## src/rtl/lcd_hex_writer.sv

```systemverilog
// Streams a DDRAM set-address command plus a 16-bit value as uppercase ASCII hex
// (optionally prefixed "0x") to an HD44780 driver over a valid/ready byte handshake.
module lcd_hex_writer #(
  parameter int unsigned LINE   = 0,
  parameter int unsigned COL    = 0,
  parameter int unsigned PREFIX = 1
) (
  input  logic        clk,
  input  logic        rst,
  input  logic [15:0] value,
  input  logic        update,
  output logic [7:0]  char_data,
  output logic        char_rs,
  output logic        char_valid,
  input  logic        char_ready,
  output logic        busy,
  output logic        done
);

  localparam logic [1:0] IDLE  = 2'd0;
  localparam logic [1:0] CMD   = 2'd1;
  localparam logic [1:0] PFX   = 2'd2;
  localparam logic [1:0] DIGIT = 2'd3;

  localparam logic [7:0] CMD_BYTE = 8'h80 | ((LINE != 0) ? 8'h40 : 8'h00) | {4'h0, 4'(COL)};

  logic [1:0]  state;
  logic [1:0]  cnt;
  logic [15:0] val_q;
  logic [15:0] next_q;
  logic        pending;
  logic        xfer;
  logic [3:0]  nib;

  assign char_valid = (state != IDLE);
  assign busy       = (state != IDLE);
  assign char_rs    = (state == PFX) || (state == DIGIT);
  assign xfer       = char_valid && char_ready;
  assign nib        = val_q[{cnt, 2'b00} +: 4];

  always_comb begin
    char_data = 8'h00;
    case (state)
      CMD:     char_data = CMD_BYTE;
      PFX:     char_data = (cnt == 2'd0) ? 8'h30 : 8'h78;
      DIGIT:   char_data = (nib < 4'd10) ? {4'h3, nib} : (8'h37 + {4'h0, nib});
      default: char_data = 8'h00;
    endcase
  end

  always_ff @(posedge clk) begin
    if (rst) begin
      state   <= IDLE;
      cnt     <= '0;
      val_q   <= '0;
      next_q  <= '0;
      pending <= 1'b0;
      done    <= 1'b0;
    end else begin
      done <= 1'b0;
      if (update && state != IDLE) begin
        pending <= 1'b1;
        next_q  <= value;
      end
      case (state)
        IDLE: begin
          if (update) begin
            val_q <= value;
            state <= CMD;
          end
        end
        CMD: begin
          if (xfer) begin
            if (PREFIX != 0) begin
              state <= PFX;
              cnt   <= 2'd0;
            end else begin
              state <= DIGIT;
              cnt   <= 2'd3;
            end
          end
        end
        PFX: begin
          if (xfer) begin
            if (cnt == 2'd1) begin
              state <= DIGIT;
              cnt   <= 2'd3;
            end else begin
              cnt <= cnt + 2'd1;
            end
          end
        end
        default: begin
          if (xfer) begin
            if (cnt == 2'd0) begin
              done <= 1'b1;
              // An update landing on the final transfer restarts directly with
              // the fresh value, so there is no idle gap before the next CMD.
              if (update) begin
                val_q   <= value;
                pending <= 1'b0;
                state   <= CMD;
              end else if (pending) begin
                val_q   <= next_q;
                pending <= 1'b0;
                state   <= CMD;
              end else begin
                state <= IDLE;
              end
            end else begin
              cnt <= cnt - 2'd1;
            end
          end
        end
      endcase
    end
  end

endmodule

```

## config.mk

```make
export PLATFORM = sky130hd
export DESIGN_NAME = lcd_hex_writer
export DESIGN_NICKNAME = d
export VERILOG_FILES = /design/src/rtl/lcd_hex_writer.sv
export SDC_FILE = /design/constraint.sdc
export NUM_CORES = 1
export LEC_CHECK = 0
export BUFFER_PORTS_ARGS = -buffer_cell sky130_fd_sc_hd__buf_2
export CORE_MARGIN = 2
export CORE_UTILIZATION = 25
export CTS_CLUSTER_DIAMETER = 80
export DETAILED_ROUTE_END_ITERATION = 10
export PLACE_DENSITY_LB_ADDON = 0.1
export SLEW_MARGIN = 20
export SYNTH_ARGS = -nofsm -noshare
export SYNTH_HDL_FRONTEND = slang
export SYNTH_SLANG_ARGS = --single-unit
```

## constraint.sdc

```tcl
create_clock -name clk -period 2 [get_ports clk]
set_input_delay 0.1 -clock clk [delete_from_list [all_inputs] [get_ports clk]]
set_output_delay 0.1 -clock clk [all_outputs]
set_load 0.02 [all_outputs]
```

Yosys cells after proc, flatten, opt, wreduce, memory -nomap -nowiden --
Cells that the tools add are included.
Word-level totals: register bits after elaboration 38, bits of input ports 20, word-level logic and storage cells 70
Operators by class: add/sub/neg operators 3, $lt $le $gt $ge 1, eq/ne operators 9, shift-type cells 1, multiplexer cells 31, bitwise logic cells 3, reductions and logical operators 16
Operators by type and width (count):
- $mux W16 | 5
- $pmux W16 S2 | 1
- $pmux W8 S3 | 1
- $mux W2 | 11
- $shiftx A16 B5 Y4 | 1
- $mux W7 | 2
- $pmux W2 S3 | 2
- $mux W1 | 9
- $reduce_bool A2 Y1 | 4
- $add A6 B4 Y7 const A | 1
- $ne A2 B2 Y1 const B | 3
- $reduce_and A6 Y1 | 1
- $reduce_and A5 Y1 | 1
- $reduce_or A5 Y1 | 1
- $eq A2 B1 Y1 const B | 2
- $eq A2 B2 Y1 const B | 2
- $logic_not A2 Y1 | 2
- $lt A4 B4 Y1 const B | 1
- $reduce_bool A4 Y1 | 1
- $ne A3 B2 Y1 const B | 1
- $not A1 Y1 | 3
- $reduce_and A3 Y1 | 1
- $reduce_or A3 Y1 | 1
- $add A2 B1 Y2 const B | 1
- 5 further kinds | 6

Depth between registers and ports, before layout --
Gate-level depths: netlist of the first run.
depth after elaboration 8, gate-level depth with buffers 8

Worst setup path before layout of the first run --
Ideal clock, no wire load.
path type reg-to-output, start point register cnt[0], end point output char_data[2], data arrival time 2.117 ns, required time 1.900 ns, slack -0.217 ns, stages on the path, launching flop included 8, cells stage by stage dfxtp_1 -> buf_6 -> mux4_1 -> inv_1 -> ha_1 -> nand2_1 -> or3_1 -> a21oi_1
On the way: cells in the longest elaborated chain, start to end 4
Ends and longest elaborated chain:
- start, declared | line 28 | logic [1:0] cnt;
- start signal, assigned | line 89 | cnt <= cnt + 2'd1;
- start signal, assigned | line 111 | cnt <= cnt - 2'd1;
- $shiftx A16 B5 Y4 * | line 39 | assign nib = val_q[{cnt, 2'b00} +: 4];
- $add A6 B4 Y7 / $lt A4 B4 Y1 (equally long branches) | line 46 | DIGIT: char_data = (nib < 4'd10) ? {4'h3, nib} : (8'h37 + {4'h0, nib});
- $mux W7 * | line 46
- $pmux W8 S3 * | line 43 | case (state)
- end, declared | line 12 | output logic [7:0] char_data,
Mark *: on every way between the ends. The rest lies on a longest branch, timed or not.

Final worst setup path of the first run --
start point register cnt[0], end point output char_data[4]
Same word-level chain as after synthesis.

==> results by group, run 1 <==
Outcome
  • Outcome: complete, but fails checks
  • Failing checks: setup timing

Worst setup path
  • CP Data Arrival Time: 2140 ps
  • Startpoint types: flip-flop
  • WS Path Type: flip-flop to output pin
  • Worst path cell trace: mux4_2 > inv_2 > ha_4 > nor2b_1 > a221o_1 > a21oi_2 > a21o_1 > buf_6
  • Worst path slowest cell: mux4_2
  • Endpoint class of the critical path: output pin
  • Crit path largest cell delay: 520 ps
  • Buf+Inv Stages, Crit Path: 2
  • Crit-path leading delay family: compound AO/OA/AOI/OAI gates
  • Worst Path Max Fanout: 4
  • CP required: 1900 ps

Clock network
  • Sink Count: 38
  • Clk Latency, worst-skew pair: 290 ps
  • Clk root buf: clkbuf_8
  • CTS Buf Count: 5
  • Clock Pin Slew Worst Setup and Hold Paths: 80 ps
  • Clock Path Buffers: 2
  • CTS H-tree lvls: 2
  • CTS tree: done

Timing
  • Relative slew slack: 0.540
  • Final worst slack: -236 ps
  • Final period util: 1.12
  • Slew Viols, Final: 0
  • RSZ-0062 raised after global routing: yes
  • Fmax: 447 MHz
  • Tmin final: 2240 ps
  • Final Skew: ~7.6 ps
  • Final setup vio count: 6
  • Final Hold Fails: 0
  • Least-Margin Pin Slew: 688 ps
  • TNS Setup: -814 ps

Synth
  • Cell count after synthesis: 246
  • Syn nets: 274
  • FFs w/ async S/R, synth: 0
  • Library cells used by synthesis: 36
  • Syn Std Cell Area: 1970 µm²
  • Commonest cells post-synth: 56 x nand2_1, 38 x dfxtp_1, 26 x nor2_1, 22 x o21ai_0, 19 x a21oi_1
  • Cell taking the most area after synthesis: dfxtp_1
  • Yosys warns: 0
  • Count leader, synth: nand2_1
  • Synth top area share: 0.386
  • Dominant synthesized flop cell: dfxtp_1
  • Area contributors post-synth: dfxtp_1 39%, nand2_1 11%, a311oi_1 7.6%, o21ai_0 5.6%, ha_1 5.1%
  • Average size of a mapped cell: around 8.0 µm²
  • Sequential area share after synthesis: 0.386
  • Post-synthesis register bit count: 38
  • Post-synth EDFFs: 0

Power
  • Pwr Total: approximately 3.4 mW
  • Leak pwr: between 0.9 and 1 nW
  • PwrDens: 1370 nW/µm²
  • Worst VDD drop: 0.000437 V

Routing
  • Iter 0 DRT Violations: 46
  • Per-cell routed wire length: 14.0 µm
  • Routed vias/inst: 4.69
  • DRC viols: 0
  • Routed vias: 1828
  • ANT nets after route: 0
  • Drt pass-1 iters: 4
  • Routed WL: 5460 µm

Hold path
  • Hold crit path type: input port to flip-flop

Placed design
  • HPWL Detailed: 3740 µm
  • Port bufs: 31
  • RD Place Congestion: slightly below 0.8

Layout
  • Antenna diode count: 0
  • Final core utilization: 0.323
  • P&R area growth vs syn: 25.8%
  • Ratio of cells with drive above 1 in the final layout: 0.267
  • Final nets: 316

Global route
  • Gr ovfl total: 0
  • Initial antenna violation count: 0
  • Pin count of the biggest net entering global routing: 33
  • Vias in the first global route: 1844
  • First-pass GRT wire length: 9150 µm
  • Total GRT Usage: 0.135

Die
  • Die height: 92.8 µm
  • Core Box Area: just under 8000 µm²
  • Die ar.: about 8600 µm²
  • Boundary Pins: 32
  • # rows: 32
  • Chip width: 92.8 µm
  • Initial Util: 0.257

Flow run
  • Max_cap viols: 0
## what timing repair did
action | in CTS | in global routing
setup buffers | 1 | 2
gates resized for setup | 8 | 7
hold buffers | 0 | 0
pin swaps | 1 | 2
hold endpoints to repair | 0 | 0
gates cloned | 0 | 1
setup endpoints to repair | 7 | 15
## logic make-up after synthesis
group | synth area share
mux | 0.0679
simple gates | 0.192
flops | 0.386
xor+xnor | 0.00444
buf+inv | 0.0622
compound gates | 0.237
fa+ha+maj | 0.0508
## tightest hold or removal path, delay by kind of cell
family	cells	cell delay, ps
and+or+nand+nor	1	50
AOI/OAI and AO/OA	1	50
buffers and inverters	1	100
## sequential cells by signal (all words and copies together) (netlist names)
name     cells
cnt          2
val_q       16
state        2
done         1
pending      1
next_q      16
## cell usage in the layout (no fill, tap or decap), types with 2 or more instances in the layout
cell,Yosys,final
a211oi_1,2,2
a21oi_1,19,17
a21oi_2,0,2
a311oi_1,17,17
buf_2,2,28
buf_4,3,18
buf_6,1,5
clkbuf_8,0,5
clkinv_2,0,2
dfxtp_1,38,36
ha_1,8,6
inv_1,10,8
inv_2,0,2
mux2_2,2,2
mux4_2,1,4
nand2_1,56,55
nand2b_1,2,2
nand3_1,3,3
nor2_1,26,26
o21ai_0,22,22
o41ai_1,2,2
or3_1,2,2
## worst paths after layout
check                           startpoint           end  slack [ps]  cells after the start
worst max-delay path                cnt[0]  char_data[4]        -240                      8
worst min-delay path             value[14]    next_q[14]          50                      3
worst max register to register      cnt[0]      val_q[8]         140                      8
worst min register to register  next_q[12]    next_q[12]         460                      2
## layout make-up
type,count,area [µm²]
Clock buffer,5,68.8
Clock inverter,2,10.0
Fill cell,871,5210
Inverter,10,37.5
Multi-Input combinational cell,181,1110
Sequential cell,38,766
Tap cell,102,128
Timing Repair Buffer,52,357
## power breakdown
group	leakage, nW	internal (mW)	switching (mW)
Sequential	0.313	0.991	0.137
Clock	0.0438	0.234	0.261
Combinational	0.582	0.771	0.997
## through the flow
step / cells / setup WS (ps) / cell area (µm²) / hold slack [ps]
5_1_grt: 390 / -342 / 2480 / 57.4
2_1_floorplan: 246 / 9.98 / 1980 / 204
6_report: 390 / -236 / 2480 / 54.0
3_3_place_gp: 379 / 60.7 / 2320 / 353
3_5_place_dp: 379 / 31.1 / 2320 / 357
4_1_cts: 387 / -256 / 2420 / 41.4
## routing by layer
metal,wire length [µm],global-route usage
met1,2540,0.170
met2,2610,0.228
met3,202,0.0212
met4,100,0.0564
met5,0,0
Note: power is estimated with default switching activity, not from simulation.
==> inputs of run 2 (changes only) <==
==> constraint.sdc (replaced) <==
create_clock -name clk -period 2.62 [get_ports clk]
set_input_delay 0.131 -clock clk [delete_from_list [all_inputs] [get_ports clk]]
set_output_delay 0.131 -clock clk [all_outputs]
set_load 0.02 [all_outputs]
==> results by group, run 2 (synthesis gave the netlist of run 1 again) <==
Outcome
  • Outcome: finished clean

Layout
  • P&R area growth vs syn: 16.0%
  • Ratio of cells with drive above 1 in the final layout: 0.185 (-0.0829)
  • Fillcell total: 881 (+1.1%)
  • Largest registers: next_q x16, val_q x16
  • Most common cell after layout, fill and taps aside: nand2_1
  • Multi-input logic area: 1080 µm² (-2.6%)
  • Antenna diode count: 0 (unchanged)
  • Finished Layout Cells: 373 (-4.4%)
  • Final core utilization: 0.298 (-0.0251)
  • Final nets: 300 (-5.1%)
  • Most frequent cells in the layout: 56 x nand2_1, 37 x dfxtp_1, 31 x buf_2, 26 x nor2_1, 22 x o21ai_0
  • Sequential cell area: 762 µm² (-0.49%)

Timing
  • Least-Margin Pin Slew: 756 ps (+67.6 ps)
  • Fmax: approximately 400 MHz
  • Final Skew: 4.39 ps (-3.18 ps)
  • Final Hold Fails: 0 (unchanged)
  • Final period util: 0.951
  • Relative slew slack: 0.496 (-0.0439)
  • Tmin final: between 2000 and 2500 ps
  • Final worst slack: 128 ps (+364 ps)
  • Final setup vio count: 0 (-6)
  • TNS Setup: 0 ps (+814 ps)
  • RSZ-0062 raised after global routing: no
  • Slew Viols, Final: 0 (unchanged)

Clock network
  • CTS H-tree lvls: 2 (unchanged)
  • Clk root buf: clkbuf_8
  • Quantity of hold-fixing buffers added after cts: 0 (unchanged)
  • Clock Pin Slew Worst Setup and Hold Paths: 70 ps (about the same)
  • # resized after CTS: 1 (-7)
  • Clk Latency, worst-skew pair: 290 ps (about the same)
  • CTS Buf Count: 5 (unchanged)
  • Clock Path Buffers: 2 (unchanged)
  • CTS tree: done
  • Post-CTS Setup Inserts: 0 (-1)
  • Sink Count: 38 (unchanged)

Hold path
  • Hold crit path type: input port to flip-flop
  • Hold endpoint: next_q[3]
  • Hold Startpoint: value[3]
  • Hold path depth: 3 (unchanged)

Power
  • Flop pwr share: 0.373 (+0.040)
  • Leak pwr: 0.852 nW (-9.2%)
  • PwrDens: 1030 nW/µm² (-25%)
  • NetSw: 0.989 mW (-29%)
  • Worst VDD drop: 0.000213 V (-51%)
  • Comb pwr share: 0.457 (-0.064)
  • Int Pwr: 1.37 mW (-31%)
  • Clock power frac: 0.170 (+0.024)
  • Switch share: 0.420 (+0.00836)

Global route
  • Vias in the first global route: 1643 (-11%)
  • Gr ovfl total: 0 (unchanged)
  • Initial antenna violation count: 0 (unchanged)
  • Pin count of the biggest net entering global routing: 41 (+24%)
  • First-pass GRT wire length: 8500 µm (-7.1%)
  • Total GRT Usage: 0.126 (-0.00845)

Routing
  • Per-cell routed wire length: 14.0 µm (about the same)
  • Met1 wire length: 2500 µm (-1.6%)
  • WL met3: 208 µm (+3.0%)
  • Max Used Layer: met4
  • Drt pass-1 iters: 4 (unchanged)
  • Iter 0 DRT Violations: 69 (+50%)
  • Wire length on met2: 2460 µm (-5.9%)
  • Routed vias/inst: 4.72 (+0.61%)
  • Routed WL: 5220 µm (-4.3%)
  • DRC viols: 0 (unchanged)
  • ANT nets after route: 0 (unchanged)
  • Routed vias: 1759 (-3.8%)

Die
  • Initial Util: 0.257 (unchanged)
  • Boundary Pins: 32 (unchanged)
  • Die height: 92.8 µm (unchanged)
  • Chip width: 92.8 µm (unchanged)
  • Die ar.: 8610 µm² (unchanged)
  • Core Box Area: 7690 µm² (unchanged)
  • # rows: 32 (unchanged)

Flow run
  • Max_cap viols: 0 (unchanged)

Worst setup path
  • R2r setup slk: 560 ps (+420 ps)
  • Crit path largest cell delay: 580 ps (+60 ps)
  • Startpoint types: flip-flop
  • Crit-path leading delay family: compound AO/OA/AOI/OAI gates
  • R2R depth: 7 (-1)
  • CP required: 2490 ps (+590 ps)
  • Reg-to-Reg Start: state[0]
  • Crit. path cell count: 8 (unchanged)
  • FF-to-FF End: val_q[4]
  • WS Path Type: flip-flop to output pin
  • Worst path slowest cell: mux4_1
  • Buf+Inv Stages, Crit Path: 2 (unchanged)
  • Endpoint class of the critical path: output pin
  • Worst path cell trace: mux4_1 > inv_1 > ha_1 > nor2b_1 > a221o_1 > a21oi_1 > a21o_1 > buf_2
  • Worst Path Max Fanout: 5 (+1)
  • CP Data Arrival Time: 2360 ps (+220 ps)

Placed design
  • Port bufs: 31 (unchanged)
  • HPWL Detailed: 3560 µm (-4.8%)
  • RD Place Congestion: 0.779 (+0.59%)
  • Post-placement cell count: 367 (-3.2%)
  • Worst slack, placed: 279 ps (+248 ps)
==> run 2: power groups by stage <==
| stage | Combinational [mW] | Sequential [mW] | Clock (mW) |
|---|---|---|---|
| final | 1.08 | 0.880 | 0.400 |
| after floorplan | 0.846 | 0.844 | 0 |
| after detailed placement | 1.10 | 0.896 | 0 |
| after global placement | 1.10 | 0.897 | 0 |
| after CTS | 1.10 | 0.884 | 0.427 |
| after global routing | 1.21 | 0.907 | 0.449 |
==> run 2: how the worst max path moves through the flow <==
stage	end	startpoint	slack, ps
floorplan	char_data[2]	cnt[0]	370
global placement	char_data[4]	cnt[0]	310
detailed placement	char_data[4]	cnt[0]	280
CTS	char_data[4]	cnt[0]	30
global route	char_data[4]	cnt[0]	2
finish	char_data[4]	cnt[0]	130
==> run 2: layout make-up <==
cell class	instances	share of cell area
Multi-Input combinational cell	181	0.474
Sequential cell	38	0.333
Timing Repair Buffer	36	0.0842
Tap cell	102	0.0558
Clock buffer	6	0.0361
Inverter	10	0.0164
==> run 2: layer usage <==
metal / vias up / global-route usage
li1: 921 / -
met3: 5 / 0.0252
met1: 798 / 0.168
met2: 35 / 0.205
met4: 0 / 0.0404
met5: - / 0
==> run 2: metrics by stage <==
step / cell area (µm²) / power [mW] / hold slack, ps
after floorplan: 1970 / 1.69 / 235
after global placement: 2210 / 2.00 / 385
after detailed placement: 2210 / 1.99 / 391
after CTS: 2290 / 2.41 / 74.7
after global routing: 2290 / 2.57 / 74.6
final: 2290 / 2.36 / 88.4
==> run 2: worst min-delay path: cells and delay by family <==
family          cells  cell delay (ps)
compound gates      1               50
simple gates        1               50
buf+inv             1              100
==> inputs of run 3 (changes only) <==
==> constraint.sdc (replaced) <==
create_clock -name clk -period 2.6 [get_ports clk]
set_input_delay 0.13 -clock clk [delete_from_list [all_inputs] [get_ports clk]]
set_output_delay 0.13 -clock clk [all_outputs]
set_load 0.02 [all_outputs]
==> results by group, run 3 (synthesis gave the netlist of run 1 again) <==
Layout
  • Most common cell after layout, fill and taps aside: nand2_1
  • Sequential cell area: 764 µm² (+0.33%)
  • Fillcell total: 863 (-2.0%)
  • Final nets: 300 (unchanged)
  • Most frequent cells in the layout: 56 x nand2_1, 37 x dfxtp_1, 31 x buf_2, 26 x nor2_1, 22 x o21ai_0
  • Multi-input logic area: 1080 µm² (unchanged)
  • Antenna diode count: 0 (unchanged)
  • Largest registers: next_q x16, val_q x16
  • Ratio of cells with drive above 1 in the final layout: 0.187 (+0.00231)
  • P&R area growth vs syn: 16.6%

Clock network
  • Sink Count: 38 (unchanged)
  • Clock Path Buffers: 2 (unchanged)
  • Clk Latency, worst-skew pair: 290 ps (about the same)
  • Clock Pin Slew Worst Setup and Hold Paths: 80 ps (about the same)
  • CTS H-tree lvls: 2 (unchanged)
  • CTS Buf Count: 5 (unchanged)
  • Clk root buf: clkbuf_8
  • CTS tree: done

Timing
  • Fmax: just over 400 MHz
  • TNS Setup: 0 ps (unchanged)
  • Final period util: 0.942
  • RSZ-0062 raised after global routing: no
  • Final setup vio count: 0 (unchanged)
  • Least-Margin Pin Slew: 757 ps (+1.55 ps)
  • Slew Viols, Final: 0 (unchanged)
  • Tmin final: 2450 ps
  • WHS: 81.3 ps (-7.12 ps)
  • Final Hold Fails: 0 (unchanged)
  • Final Skew: 3.47 ps (-0.927 ps)
  • Relative slew slack: 0.495 (-0.00103)

Power
  • PwrDens: 1040 nW/µm² (+0.88%)
  • Leak pwr: 0.857 nW (+0.63%)
  • Worst VDD drop: 0.000259 V (+22%)

Worst setup path
  • FF-to-FF End: val_q[4]
  • R2r setup slk: 510 ps (-50 ps)
  • Worst path cell trace: mux4_1 > inv_1 > ha_1 > nor2b_1 > a221o_1 > a21oi_1 > a21o_1 > buf_2
  • Reg-to-Reg Start: state[0]
  • Crit path largest cell delay: 570 ps (about the same)
  • CP Data Arrival Time: 2320 ps (-40 ps)
  • R2R depth: 7 (unchanged)
  • CP required: 2470 ps (-20 ps)
  • WS Path Type: flip-flop to output pin
  • Critical path origin: cnt[0]
  • Endpoint class of the critical path: output pin
  • Startpoint types: flip-flop
  • Worst Path Max Fanout: 5 (unchanged)
  • Worst path slowest cell: mux4_1

Routing
  • DRC viols: 0 (unchanged)
  • Iter 0 DRT Violations: 69 (unchanged)
  • Drt pass-1 iters: 4 (unchanged)
  • Per-cell routed wire length: 13.8 µm (-1.5%)
  • ANT nets after route: 0 (unchanged)
  • Routed WL: 5170 µm (-1.0%)
  • Routed vias: 1749 (-0.57%)
  • Routed vias/inst: 4.66 (-1.1%)

Die
  • Die height: 92.8 µm (unchanged)
  • # rows: 32 (unchanged)
  • Boundary Pins: 32 (unchanged)
  • Die ar.: 8610 µm² (unchanged)
  • Initial Util: 0.257 (unchanged)
  • Core Box Area: 7690 µm² (unchanged)
  • Chip width: 92.8 µm (unchanged)

Global route
  • Global route hottest layer: met2
  • Met1 Use GR: 0.167 (-0.00100)
  • M3 GR Usage: 0.0277 (+0.00244)
  • M2 GR Usage: 0.204 (-0.00121)
  • Pin count of the biggest net entering global routing: 41 (unchanged)
  • First-pass GRT wire length: 8420 µm (-0.89%)
  • Vias in the first global route: 1634 (-0.55%)
  • Total GRT Usage: 0.126 (-0.000683)
  • Gr ovfl total: 0 (unchanged)
  • Initial antenna violation count: 0 (unchanged)

Outcome
  • Outcome: finished clean

Placed design
  • HPWL Detailed: 3550 µm (-0.20%)
  • RD Place Congestion: 0.779 (about the same)
  • Port bufs: 31 (unchanged)

Hold path
  • Hold endpoint: next_q[3]
  • Hold Startpoint: value[3]
  • Hold crit path type: input port to flip-flop
  • Hold path depth: 3 (unchanged)

Flow run
  • Max_cap viols: 0 (unchanged)
## run 3: layout make-up
cell class	count	area share
sequential	38	0.333
inverter	10	0.0163
multi-input combinational	181	0.472
clock buffer	7	0.0376
timing repair buffer	36	0.0838
clock inverter	1	0.00218
tap	102	0.0555
## run 3: power by group
group	internal, mW	switching [mW]	leakage (nW)	total [mW]
Sequential	0.762	0.124	0.312	0.886
Clock	0.214	0.208	0.0482	0.422
Combinational	0.411	0.669	0.497	1.08
Total	1.39	1.00	0.857	2.39
## run 3: worst max-delay path by stage
stage / end / slack (ps)
global route: char_data[4] / 20
global placement: char_data[4] / 290
detailed placement: char_data[4] / 280
floorplan: char_data[2] / 350
CTS: char_data[4] / 30
finish: char_data[4] / 150
## run 3: repair_timing
item                       4_1_cts  5_1_grt
resized for setup                1        2
hold endpoints to repair         0        0
hold buffers                     0        0
setup endpoints to repair        2        3
buffers inserted                 0        0
## run 3: routing by layer
metal  wire length (µm)  vias to the layer above
li1                   -                      921
met1               2550                      800
met2               2410                       26
met3                181                        2
met4                 30                        0
met5                  0                        -
## run 3: through the flow
| stage | utilization | worst slack, ps | power [mW] | instances | area (µm²) |
|---|---|---|---|---|---|
| after floorplan | - | 353 | 1.70 | 246 | 1970 |
| after detailed placement | 0.287 | 276 | 2.00 | 367 | 2210 |
| final | 0.299 | 152 | 2.39 | 375 | 2300 |
| after global routing | 0.299 | 18.7 | 2.61 | 375 | 2300 |
| after global placement | 0.287 | 289 | 2.01 | 367 | 2210 |
| after CTS | 0.299 | 32.7 | 2.44 | 375 | 2300 |
## run 3: critical path: cells and delay by family, from the launching register on
family | cells | cell delay (ps)
compound gates | 3 | 580
fa+ha+maj | 1 | 190
buf+inv | 2 | 260
flops | 1 | 390
mux | 1 | 570
simple gates | 1 | 50
